===== src/rtl/mv_pattern_pkg.sv =====
// Shared definitions for the eight-band colour-bar source and its receive-side checker.
package mv_pattern_pkg;

    localparam int BAND_NUM  = 8;
    localparam int BAND_LOG2 = 3;

    localparam logic [23:0] RGB_WHITE   = 24'hFF_FF_FF;
    localparam logic [23:0] RGB_YELLOW  = 24'hFF_FF_00;
    localparam logic [23:0] RGB_CYAN    = 24'h00_FF_FF;
    localparam logic [23:0] RGB_GREEN   = 24'h00_FF_00;
    localparam logic [23:0] RGB_MAGENTA = 24'hFF_00_FF;
    localparam logic [23:0] RGB_RED     = 24'hFF_00_00;
    localparam logic [23:0] RGB_BLUE    = 24'h00_00_FF;
    localparam logic [23:0] RGB_BLACK   = 24'h00_00_00;

    typedef enum logic [1:0] {
        ST_IDLE    = 2'd0,
        ST_MEASURE = 2'd1,
        ST_CHECK   = 2'd2
    } chk_state_e;

    function automatic logic [23:0] band_rgb(input logic [BAND_LOG2-1:0] band);
        case (band)
            3'd0:    return RGB_WHITE;
            3'd1:    return RGB_YELLOW;
            3'd2:    return RGB_CYAN;
            3'd3:    return RGB_GREEN;
            3'd4:    return RGB_MAGENTA;
            3'd5:    return RGB_RED;
            3'd6:    return RGB_BLUE;
            default: return RGB_BLACK;
        endcase
    endfunction

endpackage


===== src/rtl/mv_band_tracker.sv =====
// Expected colour band for the current row, stepping at multiples of ref_vactive/8 without a divider.
module mv_band_tracker
    import mv_pattern_pkg::*;
(
    input  logic                 clk,
    input  logic                 rst,
    input  logic                 frame_start_i,
    input  logic [15:0]          y_cnt_i,
    input  logic [15:0]          ref_vactive_i,
    output logic [BAND_LOG2-1:0] band_o
);

    logic [15:0]          band_w_q;
    logic [15:0]          next_q;
    logic [BAND_LOG2-1:0] band_q;
    logic                 adv;

    // Combinational look-ahead so a pixel right after a line end already sees the new band.
    assign adv = (y_cnt_i == next_q) && (band_q != BAND_LOG2'(BAND_NUM - 1));

    always_comb begin
        band_o = band_q;
        if (frame_start_i) begin
            band_o = '0;
        end else if (adv) begin
            band_o = band_q + 1'b1;
        end
    end

    always_ff @(posedge clk) begin
        if (rst) begin
            band_w_q <= '0;
            next_q   <= '0;
            band_q   <= '0;
        end else if (frame_start_i) begin
            band_w_q <= ref_vactive_i >> BAND_LOG2;
            next_q   <= ref_vactive_i >> BAND_LOG2;
            band_q   <= '0;
        end else if (adv) begin
            band_q <= band_q + 1'b1;
            next_q <= next_q + band_w_q;
        end
    end

endmodule


===== src/rtl/mv_pattern1_check.sv =====
// Colour-bar stream checker: measures geometry, checks every active pixel, reports per-frame pass and lock.
module mv_pattern1_check
    import mv_pattern_pkg::*;
#(
    parameter logic        VS_POL      = 1'b1,
    parameter int unsigned LOCK_FRAMES = 4
) (
    input  logic        clk,
    input  logic        rst,
    input  logic        hs,
    input  logic        vs,
    input  logic        de,
    input  logic [7:0]  rgb_r,
    input  logic [7:0]  rgb_g,
    input  logic [7:0]  rgb_b,
    output logic [15:0] meas_hactive,
    output logic [15:0] meas_vactive,
    output logic [15:0] frame_cnt,
    output logic [31:0] err_cnt,
    output logic        frame_done,
    output logic        frame_pass,
    output logic        geom_err,
    output logic        lock
);

    localparam logic [15:0] MAX16 = 16'hFFFF;
    localparam int          RUN_W = $clog2(LOCK_FRAMES + 1);

    logic        hs_unused;
    logic        vs_d_q, vs_dd_q, de_d_q, de_dd_q;
    logic [23:0] rgb_d_q;
    chk_state_e  state_q, state_d;
    logic [15:0] x_cnt_q, y_cnt_q, first_len_q;
    logic        line_bad_q, pix_err_q;
    logic [15:0] meas_h_q, meas_v_q, frame_cnt_q;
    logic [31:0] err_cnt_q;
    logic        done_q, pass_q, geom_q;
    logic [RUN_W-1:0] run_q;

    logic        frame_start, line_end, part_line, latch;
    logic [15:0] lines_fin, hact_fin, ref_vactive;
    logic        geom_fin, same_geom, pass_fin, clean, pix_bad;
    logic [BAND_LOG2-1:0] band;

    assign hs_unused = hs;

    assign frame_start = (vs_d_q == VS_POL) && (vs_dd_q != VS_POL);
    assign line_end    = de_dd_q && !de_d_q;
    assign part_line   = (x_cnt_q != 16'd0);
    assign latch       = frame_start && (state_q != ST_IDLE);

    // Closing view of the frame: a line still open at frame start counts as a line.
    assign lines_fin = (part_line && (y_cnt_q != MAX16)) ? y_cnt_q + 16'd1 : y_cnt_q;
    assign hact_fin  = (y_cnt_q == 16'd0) ? x_cnt_q : first_len_q;
    assign geom_fin  = line_bad_q
                     | (part_line && (y_cnt_q != 16'd0) && (x_cnt_q != first_len_q))
                     | (lines_fin < 16'd8);
    assign same_geom = (hact_fin == meas_h_q) && (lines_fin == meas_v_q);
    assign pass_fin  = (state_q == ST_CHECK) && !geom_fin && !pix_err_q;
    assign clean     = pass_fin && same_geom;

    assign ref_vactive = latch ? lines_fin : meas_v_q;

    mv_band_tracker u_band (
        .clk           (clk),
        .rst           (rst),
        .frame_start_i (frame_start),
        .y_cnt_i       (y_cnt_q),
        .ref_vactive_i (ref_vactive),
        .band_o        (band)
    );

    assign pix_bad = (state_d == ST_CHECK) && de_d_q && (rgb_d_q != band_rgb(band));

    always_comb begin
        state_d = state_q;
        case (state_q)
            ST_IDLE:    if (frame_start) state_d = ST_MEASURE;
            ST_MEASURE: if (frame_start && (lines_fin >= 16'd8)) state_d = ST_CHECK;
            ST_CHECK:   if (frame_start && !same_geom) state_d = ST_MEASURE;
            default:    state_d = ST_IDLE;
        endcase
    end

    always_ff @(posedge clk) begin
        if (rst) begin
            vs_d_q      <= ~VS_POL;
            vs_dd_q     <= ~VS_POL;
            de_d_q      <= 1'b0;
            de_dd_q     <= 1'b0;
            rgb_d_q     <= '0;
            state_q     <= ST_IDLE;
            x_cnt_q     <= '0;
            y_cnt_q     <= '0;
            first_len_q <= '0;
            line_bad_q  <= 1'b0;
            pix_err_q   <= 1'b0;
            meas_h_q    <= '0;
            meas_v_q    <= '0;
            frame_cnt_q <= '0;
            err_cnt_q   <= '0;
            done_q      <= 1'b0;
            pass_q      <= 1'b0;
            geom_q      <= 1'b0;
            run_q       <= '0;
        end else begin
            vs_d_q  <= vs;
            vs_dd_q <= vs_d_q;
            de_d_q  <= de;
            de_dd_q <= de_d_q;
            rgb_d_q <= {rgb_r, rgb_g, rgb_b};
            state_q <= state_d;

            if (frame_start) begin
                x_cnt_q     <= de_d_q ? 16'd1 : 16'd0;
                y_cnt_q     <= '0;
                first_len_q <= '0;
                line_bad_q  <= 1'b0;
                pix_err_q   <= pix_bad;
            end else begin
                pix_err_q <= pix_err_q | pix_bad;
                if (line_end) begin
                    x_cnt_q <= '0;
                    if (y_cnt_q != MAX16) y_cnt_q <= y_cnt_q + 16'd1;
                    if (y_cnt_q == 16'd0) begin
                        first_len_q <= x_cnt_q;
                    end else if (x_cnt_q != first_len_q) begin
                        line_bad_q <= 1'b1;
                    end
                end else if (de_d_q && (x_cnt_q != MAX16)) begin
                    x_cnt_q <= x_cnt_q + 16'd1;
                end
            end

            if (pix_bad && (err_cnt_q != 32'hFFFF_FFFF)) err_cnt_q <= err_cnt_q + 32'd1;

            done_q <= latch;
            if (latch) begin
                meas_h_q    <= hact_fin;
                meas_v_q    <= lines_fin;
                frame_cnt_q <= frame_cnt_q + 16'd1;
                pass_q      <= pass_fin;
                geom_q      <= geom_fin;
                if (!clean) begin
                    run_q <= '0;
                end else if (run_q != RUN_W'(LOCK_FRAMES)) begin
                    run_q <= run_q + 1'b1;
                end
            end
        end
    end

    assign meas_hactive = meas_h_q;
    assign meas_vactive = meas_v_q;
    assign frame_cnt    = frame_cnt_q;
    assign err_cnt      = err_cnt_q;
    assign frame_done   = done_q;
    assign frame_pass   = pass_q;
    assign geom_err     = geom_q;
    assign lock         = (run_q == RUN_W'(LOCK_FRAMES));

endmodule


===== config.mk =====
export PLATFORM = sky130hd
export DESIGN_NAME = mv_pattern1_check
export DESIGN_NICKNAME = d
export VERILOG_FILES = /design/src/rtl/mv_pattern_pkg.sv /design/src/rtl/mv_band_tracker.sv /design/src/rtl/mv_pattern1_check.sv
export SDC_FILE = /design/constraint.sdc
export NUM_CORES = 1
export LEC_CHECK = 0
export ABC_AREA = 0
export CAP_MARGIN = 10
export CORE_ASPECT_RATIO = 1.4
export CORE_MARGIN = 1.5
export CORE_UTILIZATION = 30
export DETAILED_ROUTE_END_ITERATION = 10
export HOLD_SLACK_MARGIN = 0.05
export PLACE_DENSITY = 0.6
export SETUP_SLACK_MARGIN = 0.1
export SYNTH_ARGS = -nofsm -noshare
export SYNTH_HDL_FRONTEND = slang
export SYNTH_SLANG_ARGS = --single-unit

===== constraint.sdc =====
create_clock -name clk -period 4.9 [get_ports clk]
set_input_delay 0.98 -clock clk [delete_from_list [all_inputs] [get_ports clk]]
set_output_delay 0.98 -clock clk [all_outputs]
set_load 0.05 [all_outputs]

=== Word-level counts from Yosys, hierarchy flattened ===
Cells that the tools add are included.

* Logic and storage cells: 111
* Bits of input ports: 29
* Register bits after elaboration: 198
* Output and inout port bits: 84

* Equal/unequal tests: 21
* Add/sub/neg operators: 7
* Reductions and logical operators: 33
* Multiplexer cells: 19
* Order comparisons: 2
* Bitwise logic cells: 5

{| class="wikitable"
|+ Operators by type and width
! kind !! number
|-
| $pmux W24 S7 || 1
|-
| $mux W16 || 6
|-
| $add A16 B1 Y16 const B || 3
|-
| $eq A16 B16 Y1 || 3
|-
| $add A32 B1 Y32 const B || 1
|-
| $ne A16 B16 Y1 const B || 2
|-
| $ne A32 B32 Y1 const B || 1
|-
| $reduce_bool A16 Y1 || 2
|-
| $mux W13 || 2
|-
| $ne A24 B24 Y1 || 1
|-
| $logic_and A1 B1 Y1 || 17
|-
| $add A16 B13 Y16 || 1
|-
| $ge A16 B4 Y1 const B || 1
|-
| $logic_not A16 Y1 || 1
|-
| $lt A16 B4 Y1 const B || 1
|-
| $ne A16 B16 Y1 || 1
|-
| $eq A3 B3 Y1 const B || 4
|-
| $mux W3 || 4
|-
| $add A3 B1 Y3 const B || 2
|-
| $eq A3 B2 Y1 const B || 2
|-
| $mux W2 || 3
|-
| $ne A3 B3 Y1 const B || 2
|-
| $pmux W2 S3 || 1
|-
| $eq A2 B2 Y1 const B || 2
|-
| 14 further kinds || 23
|}

=== Logic depth before layout (Yosys ltp) ===
Gate-level depths: netlist (run 1).

* Word-level depth: 14
* Gate-level depth with buffers: 17
* Mapped depth without buffers: 13

=== Cells and area by module ===
A second synthesis (run 1) with hierarchy kept.

* Cell total of the unflattened synthesis: 1350
* Area total of the unflattened synthesis: 10959.3 um^2

{| class="wikitable"
|+ By module, submodules not included
! module !! cells an instance !! instances !! area an instance (um^2)
|-
| mv_pattern1_check || 1099 || 1 || 8792.2
|-
| mv_band_tracker || 251 || 1 || 2167.1
|}

=== Worst setup path before layout (run 1) ===
OpenSTA, ideal clock, no wires.

* Kind: register -> register
* From: reg x_cnt_q[0]
* To: reg err_cnt_q[26], in the netlist err_cnt[26]
* Arrival time: 3.627 ns
* Cell stages (with the launch flop): 17
* Setup slack: 1.149 ns
* Buffers on the path: 4
* Path through: dfxtp_1 -> clkbuf_1 -> inv_1 -> ha_1 -> nor4b_1 -> and4_1 -> buf_4 -> buf_2 -> nor3_1 -> xnor2_1 -> o221ai_1 -> a2111o_1 -> nor4_2 -> o31ai_1 -> buf_2 -> nor4b_1 -> mux2_1

* Word-level cells in the longest chain between the ends: 13
* Elaborated cells between the ends (all ways): 18
* Those cells by class: order compare (1); eq/ne (3); mux (5); reduce/logical (9)

{| class="wikitable"
|+ RTL lines
! element !! RTL line !! source
|-
| start: declaration || mv_pattern1_check.sv:33 || <nowiki>logic [15:0] x_cnt_q, y_cnt_q, first_len_q;</nowiki>
|-
| start signal: assignment || mv_pattern1_check.sv:115 || <nowiki>x_cnt_q <= de_d_q ? 16'd1 : 16'd0;</nowiki>
|-
| start signal: assignment || mv_pattern1_check.sv:131 || <nowiki>x_cnt_q <= x_cnt_q + 16'd1;</nowiki>
|-
| parallel branches: the longest is 8 deep, another holds $ge A16 B4 Y1 || -- ||
|-
| $pmux W2 S3 (*) || mv_pattern1_check.sv:77 || <nowiki>case (state_q)</nowiki>
|-
| $eq A2 B2 Y1 (*) || mv_pattern1_check.sv:73 || <nowiki>assign pix_bad = (state_d == ST_CHECK) && de_d_q && (rgb_d_q != band_rgb(band));</nowiki>
|-
| $logic_and A1 B1 Y1 (*) (2 in series) || mv_pattern1_check.sv:73 ||
|-
| $logic_and A1 B1 Y1 (*) || mv_pattern1_check.sv:135 || <nowiki>if (pix_bad && (err_cnt_q != 32'hFFFF_FFFF)) err_cnt_q <= err_cnt_q + 32'd1;</nowiki>
|-
| end signal: assignment || mv_pattern1_check.sv:135 ||
|-
| end: declaration || mv_pattern1_check.sv:36 || <nowiki>logic [31:0] err_cnt_q;</nowiki>
|}

Mark *: on every way between the ends.
A chain may end at the register's enable or synchronous reset.

=== Final worst setup path (run 1) ===
Same ends and word-level chain as after synthesis.

==> impl_metrics.ini, run 1 <==
[place]
gp_congestion = 0.899
dp.cells = 1863
dp.final_hpwl_um = 23200
dpl_cell_area_sq_mm = 0.0125
io_buffers = 111

[detailed_routing]
first_iter_violations = 579
first_pass_iters = 5
avgRoutedWirePerCell_um = 16.9
routed_wirelength_um = 32000
vias_per_cell = 5.32
wl_met2_um = 15700
route.detailed.drc = 0
vias = 10100
top_layer = met4
dr_wl_met3_um = 1400
ant_nets = 0
wl_met1_um = 13700

[setup_path]
crit_fanout = 50
cp_slowest_cell = nor4_1
crit_end = err_cnt[26]
cp.arrival_ns = 4.79
worstPathRequired_ns = 5.23
crit_buf_inv = 3
cpLargestDelayFamily = simple AND/OR/NAND/NOR gates
worst_path_largest_cell_delay_ns = 0.84
path_common_cell = nor4b_1
r2r_slack_ns = 0.44
reg2regPathDepth = 14
path_depth = 14
reg2reg_from = x_cnt_q[0]
critPathLaunchType = register
criticalPathCategory = register to register
setup.worst_path.start = x_cnt_q[0]
endpoint_kind = register
cp_cell_sequence = inv_1 -> ha_1 -> nor4b_1 -> and4_1 -> nor4_1 -> o32ai_1 -> a211oi_1 -> nand4_1 -> nor4_2 -> buf_4 -> o31ai_4 -> buf_12 -> nor4b_1 -> mux2_1
reg2reg_to = err_cnt[26]

[floorplanning]
die_area_sq_mm = 0.0372
start_util_pct = 30.3
die_h_um = 228
ioPinCount = 113
die_w_um = 164
rows = 82
core_sq_mm = 0.0357

[logic_synthesis]
synth_top_area_share_pct = 36.6
async_flop_share_pct = 0
synthCells = 1349
synth_edf_count = 0
yosysSeqAreaShare_pct = 36.6
yosysWarnings = 0
synth.area.top_cells = dfxtp_1 37%, xnor2_1 5.3%, nor2_1 4.8%
synth_area_sq_mm = 0.0108
yosysMostFrequentCell = dfxtp_1
dominantRegCellSynth = dfxtp_1
synth_top_area_cell = dfxtp_1
netlist_top_cells_count = 198 x dfxtp_1, 137 x nor2_1, 133 x nand2_1, 102 x a21oi_1, 78 x clkbuf_1
avgSynthCellArea_sq_um = 8.02
synth_seq_cells = 198
synth_nets = 1402
synthDistinctLibCells = 78

[sta]
setup_violations = 0
final.min_clock_period_ns = 4.46
fin_skew_ns = 0.0163
final_max_slew_viol_count = 0
fin_setup_tns_ns = 0
max_freq_mhz = 224
tightest_slew_ns = 1.18
final_hold_viol_count = 0
fin_hold_ws_ns = 0.472
maxSlewHeadroom_pct = 21.2
rsz0062_at_grt = no
min_period_over_period_pct = 91.0

[global_routing]
grt.overflow.total = 0
grt_pass1_vias = 9720
grt_usage_pct = 17.5
grt_pass1_wl_um = 52100
grt_start_max_net_pins = 154
antenna_found_initial = 0

[power_and_ir_drop]
power_mw = 3.55
p_per_area_mw_per_mm2 = 271
ir_worst_vdd_mv = 0.179
leakagePower_nw = 4.53

[min_path]
hold_path_class = register to register

[clock_network]
cts_resized = 0
tritoncts = built
htree_levels = 4
post_cts_buffers = 0
cts_buffers = 17
cts_hold_buffers = 0
clockBufferDepth = 2
root_buffer = clkbuf_16
cts.sinks = 198
path_clk_slew_ns = 0.09
clock_latency_ns = 0.45

[finish]
nFillCells = 3734
drive_gt1_share_pct = 6.91
stdcell_area_sq_mm = 0.0131
nets = 1473
antenna_cells = 0
layoutNonFillerInstCount = 1895
syn_to_final_growth_pct = 20.8

[run_status]
status = completed

[job]
cap_violations = 0
metrics by stage:
step	util (%)	setup WS, ns
after floorplan	-	1.15
after global placement	34.9	0.537
after detailed placement	34.9	0.539
after CTS	36.6	0.431
after global routing	36.6	0.203
final	36.6	0.442
report_power, final:
| group | leakage (nW) | internal [mW] | switching [mW] |
|---|---|---|---|
| Clock | 0.292 | 0.694 | 0.745 |
| Combinational | 2.63 | 0.161 | 0.261 |
| Sequential | 1.61 | 1.65 | 0.0372 |
| Total | 4.53 | 2.50 | 1.04 |
final cells by class:
cell class | count | area [sq um] | area share, %
Multi-Input combinational cell | 1016 | 6360 | 48.6
Sequential cell | 198 | 3960 | 30.3
Timing Repair Buffer | 151 | 1430 | 11.0
Tap cell | 462 | 578 | 4.42
Clock buffer | 17 | 425 | 3.25
Clock inverter | 15 | 184 | 1.41
Inverter | 36 | 135 | 1.03
cells in the final DEF (no fill, tap or decap), types with 22 or more instances in the layout:
cell,instances
nor4_1,22
inv_1,36
o21ai_0,39
nor3_1,34
xor2_1,42
nand2_1,133
dfxtp_1,198
clkdlybuf4s50_1,110
a21oi_1,102
or3_1,32
ha_1,23
nand3_1,41
buf_4,39
and3_1,22
nor2b_1,57
nand4_1,41
nor2_1,136
xnor2_1,66
worst reg2reg max path, cell delays in order, from the launching register on:
cell	delay [ns]
dfxtp_1	0.33
inv_1	0.08
ha_1	0.21
nor4b_1	0.15
and4_1	0.38
nor4_1	0.85
o32ai_1	0.20
a211oi_1	0.42
nand4_1	0.25
nor4_2	0.33
buf_4	0.18
o31ai_4	0.08
buf_12	0.20
nor4b_1	0.32
mux2_1	0.35
sequential cells by signal, summed over array words and instances (netlist names):
register	cells
de_dd_q	1
meas_hactive	16
u_band.band_q	3
u_band.next_q	16
y_cnt_q	16
pix_err_q	1
vs_dd_q	1
x_cnt_q	16
frame_pass	1
frame_done	1
run_q	3
line_bad_q	1
vs_d_q	1
geom_err	1
state_q	2
rgb_d_q	24
err_cnt	32
frame_cnt	16
first_len_q	16
u_band.band_w_q	13
meas_vactive	16
de_d_q	1
kinds of logic (layout without fill, tap and decap cells):
logic type	count (synthesis)	after routing	synth area share [%]
muxes	26	26	2.60
DFF	198	198	36.6
and+or+nand+nor	580	580	27.6
adders and majority gates	24	24	2.84
buffers and inverters	135	219	4.89
AOI/OAI and AO/OA	277	277	16.5
xor gates and xnor gates	109	109	8.95
worst min path at each step:
stage / startpoint / to / slack (ns) / cells after the start
6_report: u_band.band_w_q[10] / u_band.band_w_q[10] / 0.47 / 2
5_1_grt: u_band.band_w_q[7] / u_band.band_w_q[7] / 0.50 / 1
4_1_cts: u_band.band_w_q[12] / u_band.band_w_q[12] / 0.47 / 2
3_5_place_dp: u_band.band_w_q[12] / u_band.band_w_q[12] / 0.46 / 2
3_3_place_gp: u_band.band_w_q[5] / u_band.band_w_q[5] / 0.45 / 2
2_1_floorplan: pix_err_q / pix_err_q / 0.44 / 2
metal layers:
layer / global-route usage [%] / vias to the layer above
li1: - / 4951
met1: 21.3 / 4791
met2: 30.2 / 292
met3: 2.55 / 52
met4: 8.10 / 0
met5: 0 / -
No activity file was read; power rests on OpenSTA's default activity.
==> run 2: changes to the inputs <==
Settings changed: CTS_BUF_LIST set to sky130_fd_sc_hd__clkbuf_2 sky130_fd_sc_hd__clkbuf_4 sky130_fd_sc_hd__clkbuf_8.
==> run 2 against run 1 <==
  * Core utilization shrank 0.54 points
  * Die area stayed put
  * Hold slack improved by 0.0051 ns
  * Maximum frequency shrank 0.77%
  * Critical path type unchanged
==> impl_metrics.ini, run 2 (synthesis results as in run 1) <==
[place]
dp.final_hpwl_um = 23200
io_buffers = 111
dpl_cell_area_sq_mm = 0.0125
gp_congestion = 0.899

[detailed_routing]
first_iter_violations = 638
first_pass_iters = 7
routed_wirelength_um = 31900
route.detailed.drc = 0
vias = 10000
ant_nets = 0
vias_per_cell = 5.30
avgRoutedWirePerCell_um = 16.9

[finish]
drive_gt1_share_pct = 6.91
stdcell_area_sq_mm = 0.0129
antenna_cells = 0
syn_to_final_growth_pct = 19.1
layout_commonest_cell = dfxtp_1
nets = 1473
largest_reg_flops = 32
final_cell_mix = 198 x dfxtp_1, 136 x nor2_1, 133 x nand2_1, 110 x clkdlybuf4s50_1, 102 x a21oi_1
final_util_pct = 36.1

[power_and_ir_drop]
ir_worst_vdd_mv = 0.184
power_mw = 3.21
leakagePower_nw = 4.45
p_per_area_mw_per_mm2 = 249

[clock_network]
clock_latency_ns = 0.50
path_clk_slew_ns = 0.12
cts_resized = 0
clockBufferDepth = 2
cts_hold_buffers = 0
root_buffer = clkbuf_8
cts.sinks = 198
htree_levels = 4
tritoncts = built
cts_buffers = 17
post_cts_buffers = 0

[floorplanning]
die_h_um = 228
core_sq_mm = 0.0357
rows = 82
die_area_sq_mm = 0.0372
ioPinCount = 113
die_w_um = 164
start_util_pct = 30.3

[global_routing]
grt_start_max_net_pins = 154
grt_pass1_vias = 9684
grt_usage_pct = 17.5
grt_pass1_wl_um = 51800
antenna_found_initial = 0
grt.overflow.total = 0

[sta]
tightest_slew_ns = 1.19
setup_violations = 0
final_hold_viol_count = 0
rsz0062_at_grt = no
max_freq_mhz = 223
min_period_over_period_pct = 91.7
final_max_slew_viol_count = 0
fin_setup_tns_ns = 0
final.min_clock_period_ns = 4.49
fin_skew_ns = 0.0246
fin_hold_ws_ns = 0.477
maxSlewHeadroom_pct = 20.1

[setup_path]
cp.arrival_ns = 4.87
reg2reg_from = y_cnt_q[2]
reg2regPathDepth = 12
worstPathRequired_ns = 5.28
critPathLaunchType = register
r2r_slack_ns = 0.41
criticalPathCategory = register to register
reg2reg_to = err_cnt[26]
crit_fanout = 50
cp_cell_sequence = nand3_4 -> nor4_2 -> buf_4 -> nor3_1 -> and3_1 -> o221ai_1 -> o31ai_1 -> a221oi_1 -> o31ai_4 -> buf_12 -> nor4b_1 -> mux2_1
endpoint_kind = register
worst_path_largest_cell_delay_ns = 0.79
cp_slowest_cell = dfxtp_1

[min_path]
holdPathStages = 2
hold_path_class = register to register
hold_end = u_band.band_w_q[10]
min-delay-start = u_band.band_w_q[10]

[run_status]
status = completed

[job]
cap_violations = 0
[run 2: per-stage QoR]
stage / setup slack [ns] / std cells
floorplan: 1.15 / 1349
finish: 0.407 / 1895
global placement: 0.537 / 1863
global route: 0.192 / 1895
detailed placement: 0.539 / 1863
CTS: 0.476 / 1895
[run 2: cell type report]
class	instances	area (sq um)
timing repair buffer	151	1430
clock buffer	17	234
inverter	36	135
clock inverter	15	184
sequential	198	3960
tap	462	578
multi-input combinational	1016	6360
fill	3751	22800
[run 2: worst max-delay path by stage]
stage          startpoint     endpoint  slack (ns)
4_1_cts        x_cnt_q[0]  err_cnt[26]        0.48
3_3_place_gp   y_cnt_q[2]  err_cnt[24]        0.54
5_1_grt        x_cnt_q[0]  err_cnt[26]        0.19
6_report       y_cnt_q[2]  err_cnt[26]        0.41
3_5_place_dp   y_cnt_q[2]  err_cnt[26]        0.54
2_1_floorplan  x_cnt_q[0]  err_cnt[26]        1.15
[run 2: worst max-delay path, delay by kind of cell, from the launching register on]
family	cells	cell delay, ns
simple gates	5	1.52
compound gates	4	1.21
flops	1	0.79
buf+inv	2	0.48
mux	1	0.35
[run 2: metal layers]
layer	up-vias	wire length [um]	track usage [%]
li1	4950	-	-
met1	4772	13900	21.3
met2	263	15600	30.0
met3	52	1290	2.58
met4	0	1080	7.98
met5	-	0	0
[run 2: power by group]
group	switching (mW)	internal (mW)	total, mW
combinational	0.262	0.161	0.422
sequential	0.0370	1.65	1.69
clock	0.705	0.393	1.10
total	1.00	2.20	3.21
